<file path="src/rtl/apb_regfile_responder_if.sv">
// APB bus bundle between the student-record master and the register-file responder.
// Clock and reset stay outside the bundle as plain ports of the modules.
interface apb_regfile_responder_if #(
  parameter int ADDR_W = 32
);
  logic              PSEL;
  logic              PENABLE;
  logic              PWRITE;
  logic [ADDR_W-1:0] PADDR;
  logic [31:0]       PWDATA;
  logic [31:0]       PRDATA;
  logic              PREADY;
  logic              PSLVERR;

  modport master (
    output PSEL, PENABLE, PWRITE, PADDR, PWDATA,
    input  PRDATA, PREADY, PSLVERR
  );

  modport slave (
    input  PSEL, PENABLE, PWRITE, PADDR, PWDATA,
    output PRDATA, PREADY, PSLVERR
  );
endinterface

</file>
<file path="src/rtl/apb_regfile_responder.sv">
// APB responder for the student-record register file: four RW words, a read-only ID,
// a completed-write counter, programmable wait states and PSLVERR on bad accesses.
module apb_regfile_responder #(
  parameter int          ADDR_W      = 32,
  parameter int          WAIT_STATES = 1,
  parameter int          CNT_W       = 8,
  parameter logic [31:0] ID_VALUE    = 32'hA9B0_0001
) (
  input logic                    PCLK,
  input logic                    PRESET,
  apb_regfile_responder_if.slave apb
);

  localparam logic [0:0] ST_IDLE   = 1'b0;
  localparam logic [0:0] ST_ACCESS = 1'b1;
  localparam logic [3:0] WAIT_INIT = 4'(WAIT_STATES);

  logic [0:0]       state_r;
  logic             wr_r;
  logic             err_r;
  logic [2:0]       idx_r;
  logic [3:0]       wait_r;
  logic             pready_r;
  logic             pslverr_r;
  logic [31:0]      prdata_r;
  logic [31:0]      regs_r [4];
  logic [CNT_W-1:0] cnt_r;

  logic             setup_s;
  logic             setup_err_s;
  logic [31:0]      setup_data_s;
  logic [31:0]      lat_data_s;

  // Misaligned, beyond WCNT, or a write to one of the two read-only words.
  function automatic logic decode_err(input logic [ADDR_W-1:0] addr, input logic wr);
    logic misaligned;
    logic out_of_range;
    logic ro_write;
    misaligned   = (addr[1:0] != 2'b00);
    out_of_range = (addr > ADDR_W'(32'h14));
    ro_write     = wr && ((addr == ADDR_W'(32'h10)) || (addr == ADDR_W'(32'h14)));
    return misaligned | out_of_range | ro_write;
  endfunction

  function automatic logic [31:0] read_value(input logic [2:0] idx);
    logic [31:0] val;
    case (idx)
      3'd0:    val = regs_r[0];
      3'd1:    val = regs_r[1];
      3'd2:    val = regs_r[2];
      3'd3:    val = regs_r[3];
      3'd4:    val = ID_VALUE;
      3'd5:    val = 32'(cnt_r);
      default: val = 32'd0;
    endcase
    return val;
  endfunction

  // Setup decode from the live bus and read data from the latched access.
  always_comb begin
    setup_s     = apb.PSEL && !apb.PENABLE;
    setup_err_s = decode_err(apb.PADDR, apb.PWRITE);
    if (setup_err_s || apb.PWRITE) begin
      setup_data_s = 32'd0;
    end else begin
      setup_data_s = read_value(apb.PADDR[4:2]);
    end
    if (err_r || wr_r) begin
      lat_data_s = 32'd0;
    end else begin
      lat_data_s = read_value(idx_r);
    end
  end

  // Transfer FSM, register file and write counter; a setup phase always restarts the access.
  always_ff @(posedge PCLK) begin
    if (PRESET) begin
      state_r   <= ST_IDLE;
      wr_r      <= 1'b0;
      err_r     <= 1'b0;
      idx_r     <= 3'd0;
      wait_r    <= 4'd0;
      pready_r  <= 1'b0;
      pslverr_r <= 1'b0;
      prdata_r  <= 32'd0;
      cnt_r     <= {CNT_W{1'b0}};
      for (int i = 0; i < 4; i++) begin
        regs_r[i] <= 32'd0;
      end
    end else if (setup_s) begin
      state_r  <= ST_ACCESS;
      wr_r     <= apb.PWRITE;
      err_r    <= setup_err_s;
      idx_r    <= apb.PADDR[4:2];
      wait_r   <= WAIT_INIT;
      pready_r <= (WAIT_STATES == 0);
      if (WAIT_STATES == 0) begin
        prdata_r  <= setup_data_s;
        pslverr_r <= setup_err_s;
      end else begin
        prdata_r  <= 32'd0;
        pslverr_r <= 1'b0;
      end
    end else begin
      case (state_r)
        ST_ACCESS: begin
          if (!apb.PSEL) begin
            state_r   <= ST_IDLE;
            pready_r  <= 1'b0;
            pslverr_r <= 1'b0;
            prdata_r  <= 32'd0;
          end else if (!pready_r) begin
            wait_r <= wait_r - 4'd1;
            if (wait_r == 4'd1) begin
              pready_r  <= 1'b1;
              prdata_r  <= lat_data_s;
              pslverr_r <= err_r;
            end
          end else begin
            // Completion edge: PWDATA is taken now, not at setup.
            if (wr_r && !err_r) begin
              regs_r[idx_r[1:0]] <= apb.PWDATA;
              cnt_r              <= cnt_r + {{(CNT_W-1){1'b0}}, 1'b1};
            end
            state_r   <= ST_IDLE;
            pready_r  <= 1'b0;
            pslverr_r <= 1'b0;
            prdata_r  <= 32'd0;
          end
        end
        default: begin
          state_r   <= ST_IDLE;
          pready_r  <= 1'b0;
          pslverr_r <= 1'b0;
          prdata_r  <= 32'd0;
        end
      endcase
    end
  end

  assign apb.PRDATA  = prdata_r;
  assign apb.PREADY  = pready_r;
  assign apb.PSLVERR = pslverr_r;

endmodule

</file>
<file path="src/flat_wrapper.sv">
// flat-port wrapper written by rule: the top's interface ports become plain ports
module apb_regfile_responder_flat 
#(
  parameter int          ADDR_W      = 32,
  parameter int          WAIT_STATES = 1,
  parameter int          CNT_W       = 8,
  parameter logic [31:0] ID_VALUE    = 32'hA9B0_0001
)
  (PCLK, PRESET, apb_PSEL, apb_PENABLE, apb_PWRITE, apb_PADDR, apb_PWDATA, apb_PRDATA, apb_PREADY, apb_PSLVERR);
  apb_regfile_responder_if #(.ADDR_W(ADDR_W)) apb_i ();
  input logic PCLK;
  input logic PRESET;
  input wire logic [$bits(apb_i.PSEL)-1:0] apb_PSEL;
  input wire logic [$bits(apb_i.PENABLE)-1:0] apb_PENABLE;
  input wire logic [$bits(apb_i.PWRITE)-1:0] apb_PWRITE;
  input wire logic [$bits(apb_i.PADDR)-1:0] apb_PADDR;
  input wire logic [$bits(apb_i.PWDATA)-1:0] apb_PWDATA;
  output wire logic [$bits(apb_i.PRDATA)-1:0] apb_PRDATA;
  output wire logic [$bits(apb_i.PREADY)-1:0] apb_PREADY;
  output wire logic [$bits(apb_i.PSLVERR)-1:0] apb_PSLVERR;
  assign apb_i.PSEL = apb_PSEL;
  assign apb_i.PENABLE = apb_PENABLE;
  assign apb_i.PWRITE = apb_PWRITE;
  assign apb_i.PADDR = apb_PADDR;
  assign apb_i.PWDATA = apb_PWDATA;
  assign apb_PRDATA = apb_i.PRDATA;
  assign apb_PREADY = apb_i.PREADY;
  assign apb_PSLVERR = apb_i.PSLVERR;
  apb_regfile_responder #(.ADDR_W(ADDR_W), .WAIT_STATES(WAIT_STATES), .CNT_W(CNT_W), .ID_VALUE(ID_VALUE)) u_core (.PCLK(PCLK), .PRESET(PRESET), .apb(apb_i));
endmodule
</file>
<file path="config.mk">
export PLATFORM = sky130hd
export DESIGN_NAME = apb_regfile_responder_flat
export DESIGN_NICKNAME = d
export VERILOG_FILES = /design/src/rtl/apb_regfile_responder_if.sv /design/src/rtl/apb_regfile_responder.sv /design/src/flat_wrapper.sv
export SDC_FILE = /design/constraint.sdc
export NUM_CORES = 1
export LEC_CHECK = 0
export CELL_PAD_IN_SITES_DETAIL_PLACEMENT = 1
export CELL_PAD_IN_SITES_GLOBAL_PLACEMENT = 1
export CORE_UTILIZATION = 35
export CTS_CLUSTER_SIZE = 30
export DETAILED_ROUTE_END_ITERATION = 12
export PLACE_DENSITY = 0.63
export SYNTH_ARGS = -nofsm -noshare
export SYNTH_HDL_FRONTEND = slang
export SYNTH_SLANG_ARGS = --single-unit
export TNS_END_PERCENT = 50
</file>
<file path="constraint.sdc">
create_clock -name PCLK -period 2.6 [get_ports PCLK]
set_input_delay 0.39 -clock PCLK [delete_from_list [all_inputs] [get_ports PCLK]]
set_output_delay 0.39 -clock PCLK [all_outputs]
set_load 0.05 [all_outputs]
</file>
==> metrics <==
run status finished clean; overall die height 151 um; share of the clock period used by the worst path after layout 78.6%; worst hold slack across all endpoints 457 ps; placed cell count 949; detailed placer's ending HPWL 13100 um; maximum clock path buffer count 2; CP peak stage delay 540 ps; Post-Route Setup TNS 0 ps; final weighted congestion in routability-driven placement 0.747; series of cell instances along the critical path clkdlybuf4s50_1, and4b_1, and4b_2, and3b_4, or2_2, buf_4; GRT Residual Overflow 0; proportion of synthesized flip-flops having asynchronous set or reset 0%; syn nets 652; buffers inserted by post-CTS timing repair 0; number of buffer cells added on primary ports 102; Period minus WS final 2040 ps; Root Buffer Master sky130_fd_sc_hd__clkbuf_16; number of global-route vias before repair 5425; Clk pin slew, worst setup/hold paths 70 ps; dominant combinational cell family by area after synthesis simple AND/OR/NAND/NOR gates; die boundary width 151 um; xor-xnor portion of the synthesized cell area 0.790%; via density per instance 5.23; post-synthesis sequential element count 180; WL final 19500 um; final count of pins violating max slew 0; main area contributors after synthesis sky130_fd_sc_hd__edfxtp_1 50%, sky130_fd_sc_hd__dfxtp_1 13%, sky130_fd_sc_hd__mux4_2 5.5%; normalized max-slew margin 50.9%; arrival time worst endpoint 2140 ps; register area share after synthesis 63.0%; Avg Cell Area, Syn 13.4 um^2; all-layer global routing usage 17.9%; Crit-path slowest cell sky130_fd_sc_hd__clkdlybuf4s50_1; Critical Path Source apb_PSEL; Die Area 22800 um^2; startpoint type of the worst setup path input pin; Final Setup Violations 0; minimum setup slack among reg-to-reg paths 570 ps; final standard cell area without fillers 9830 um^2; global-route wire length before repair 30200 um; CTS H-tree depth 4; prevailing post-synth register cell sky130_fd_sc_hd__edfxtp_1; count of standard-cell rows 54; post-synthesis share of cell area spent on and, or, nand and nor gates 16.8%; list of most frequent post-synthesis cells 128 x sky130_fd_sc_hd__edfxtp_1, 67 x sky130_fd_sc_hd__and3_1, 65 x sky130_fd_sc_hd__and2_1; CP Class in -> reg; path type of the worst min-delay path reg -> reg; total chip power 6.22 mW; I/O pin count 103; number of antenna violations at the first check in global routing 0; CTS Hold Buffers Added 0; Peak Freq 489 MHz; share of layout cells above drive strength 1 14.1%; number of cells upsized or downsized after cts 0; Yosys top cell area share 49.6%; largest area contributor in the synthesized netlist sky130_fd_sc_hd__edfxtp_1; number of diodes added for antenna fixing 0; core footprint 21800 um^2; Pwr per Cell Area 632 nW/um^2; dpl cell area 9230 um^2; RSZ-0062 raised after global routing false; TritonCTS clock tree done; slew at the pin with the worst max-slew slack 736 ps; most common cell in the synthesized netlist sky130_fd_sc_hd__edfxtp_1; non-filler cells in the finished layout 981; peak supply drop 491 uV; wire per inst 19.9 um; final clock skew 9.44 ps; post-synthesis cell type count 49; total number of vias 5129; Leakage Power 3.67 nW; number of clock sinks 180; Final Hold Vio Count 0; complex-gate fraction of the synthesized area 7.68%; maximum fanout count along the critical path 21; number of synthesized flops with an enable pin 128; Clock Latency Late Sink 430 ps; adder-cell share of the synthesized area 0.484%; Cells after Synth 580; initial standard-cell utilization of the core 35.7%; reg2reg start u_core.err_r$_SDFFE_PP0P_; Min-Delay Startpoint u_core.apb.PRDATA[21]$_SDFFE_PP0P_; Post-DRT Antenna Nets 0; multiplexer share of the synthesized area 8.26%; DR DRC count 0; number of buffers inserted during clock tree synthesis 17; Detailed Routing Iterations Pass 1 4; warning count from the yosys run 0; largest net degree at the start of global routing 58; worst endpoint required time 2700 ps; count of routing violations after the opening detailed-route iteration 307; area growth from synthesis to layout 26.7%; Synth Cell Area 7760 um^2; number of nets in the finished design 760; max-cap viol count 0; nature of the critical path endpoint register
[final timing paths]
kind                                                           end  cells after the start
worst max-delay path             u_core.regs_r[2][2]$_SDFFCE_PN0P_                      6
worst min-delay path            u_core.apb.PRDATA[21]$_SDFFE_PP0P_                      2
worst max register to register   u_core.regs_r[2][2]$_SDFFCE_PN0P_                      5
worst min register to register  u_core.apb.PRDATA[21]$_SDFFE_PP0P_                      2
[kinds of logic after synthesis]
kind of cell    after synthesis
simple gates                220
flops                       180
compound gates               82
buf+inv                      48
mux                          40
xor+xnor                      7
fa+ha+maj                     3
[layer usage]
| metal | GRT usage, % | vias up | share of wire (%) |
|---|---|---|---|
| met5 | 0 | - | 0 |
| met4 | 6.05 | 0 | 1.6 |
| met3 | 3.80 | 22 | 5.2 |
| met2 | 30.1 | 149 | 48 |
| met1 | 22.9 | 2545 | 45 |
| li1 | - | 2413 | - |
[final cells by class]
type	instances	area, um^2
fill	2245	11900
sequential	180	4890
multi-input combinational	352	2650
timing repair buffer	134	1340
clock buffer	17	425
tap	280	350
clock inverter	15	173
inverter	3	11.3
[flip-flops by register name (all words and copies together), names as in the netlist]
register and cells:
u_core.state_r 1, u_core.wr_r 1, u_core.apb.PSLVERR 1, u_core.idx_r 3, u_core.apb.PREADY 1, u_core.apb.PRDATA 32
u_core.regs_r 128, u_core.err_r 1, u_core.wait_r 4, u_core.cnt_r 8
[worst max-delay path, delay by kind of cell]
kind / cells / cell delay (ps)
and+or+nand+nor: 4 / 880
buffers and inverters: 2 / 860
[through the flow]
step / util (%) / worst slack [ps]
2_1_floorplan: - / -38.9
3_3_place_gp: 42.4 / 173
3_5_place_dp: 42.4 / 129
4_1_cts: 45.2 / 557
5_1_grt: 45.2 / 464
6_report: 45.2 / 557
[cell usage in the layout (no fill, tap or decap), types with 3 or more instances in the layout]
| cell type | Yosys | final |
|---|---|---|
| sky130_fd_sc_hd__nor2_1 | 13 | 11 |
| sky130_fd_sc_hd__o2bb2ai_1 | 12 | 12 |
| sky130_fd_sc_hd__clkdlybuf4s50_1 | 0 | 102 |
| sky130_fd_sc_hd__nand3_1 | 5 | 5 |
| sky130_fd_sc_hd__and3_1 | 67 | 67 |
| sky130_fd_sc_hd__inv_6 | 0 | 5 |
| sky130_fd_sc_hd__nor4_1 | 7 | 7 |
| sky130_fd_sc_hd__clkinvlp_4 | 0 | 3 |
| sky130_fd_sc_hd__xnor2_1 | 4 | 4 |
| sky130_fd_sc_hd__nand2_1 | 19 | 19 |
| sky130_fd_sc_hd__o21ai_0 | 13 | 13 |
| sky130_fd_sc_hd__xor2_1 | 3 | 3 |
| sky130_fd_sc_hd__edfxtp_1 | 128 | 128 |
| sky130_fd_sc_hd__a22o_1 | 20 | 20 |
| sky130_fd_sc_hd__clkbuf_16 | 0 | 17 |
| sky130_fd_sc_hd__mux4_2 | 19 | 19 |
| sky130_fd_sc_hd__nor3_1 | 13 | 13 |
| sky130_fd_sc_hd__nand4_1 | 8 | 8 |
| sky130_fd_sc_hd__buf_4 | 3 | 26 |
| sky130_fd_sc_hd__mux2i_1 | 19 | 19 |
| sky130_fd_sc_hd__nor2b_1 | 6 | 5 |
| sky130_fd_sc_hd__a21oi_1 | 20 | 20 |
| sky130_fd_sc_hd__inv_1 | 3 | 3 |
| sky130_fd_sc_hd__or3_1 | 3 | 3 |
| sky130_fd_sc_hd__dfxtp_1 | 52 | 50 |
| sky130_fd_sc_hd__o22ai_1 | 4 | 4 |
| sky130_fd_sc_hd__clkinv_4 | 0 | 4 |
| sky130_fd_sc_hd__buf_12 | 0 | 6 |
| sky130_fd_sc_hd__nor2_2 | 1 | 3 |
| sky130_fd_sc_hd__o211ai_1 | 3 | 3 |
| sky130_fd_sc_hd__and2_1 | 65 | 65 |
| sky130_fd_sc_hd__ha_1 | 3 | 3 |
| sky130_fd_sc_hd__nand2b_1 | 3 | 3 |
[power by group]
group | total [mW] | switching [mW] | internal (mW)
Combinational | 0.414 | 0.207 | 0.207
Sequential | 3.18 | 0.0435 | 3.13
Clock | 2.63 | 1.18 | 1.44
No activity file was read; power rests on OpenSTA's default activity.
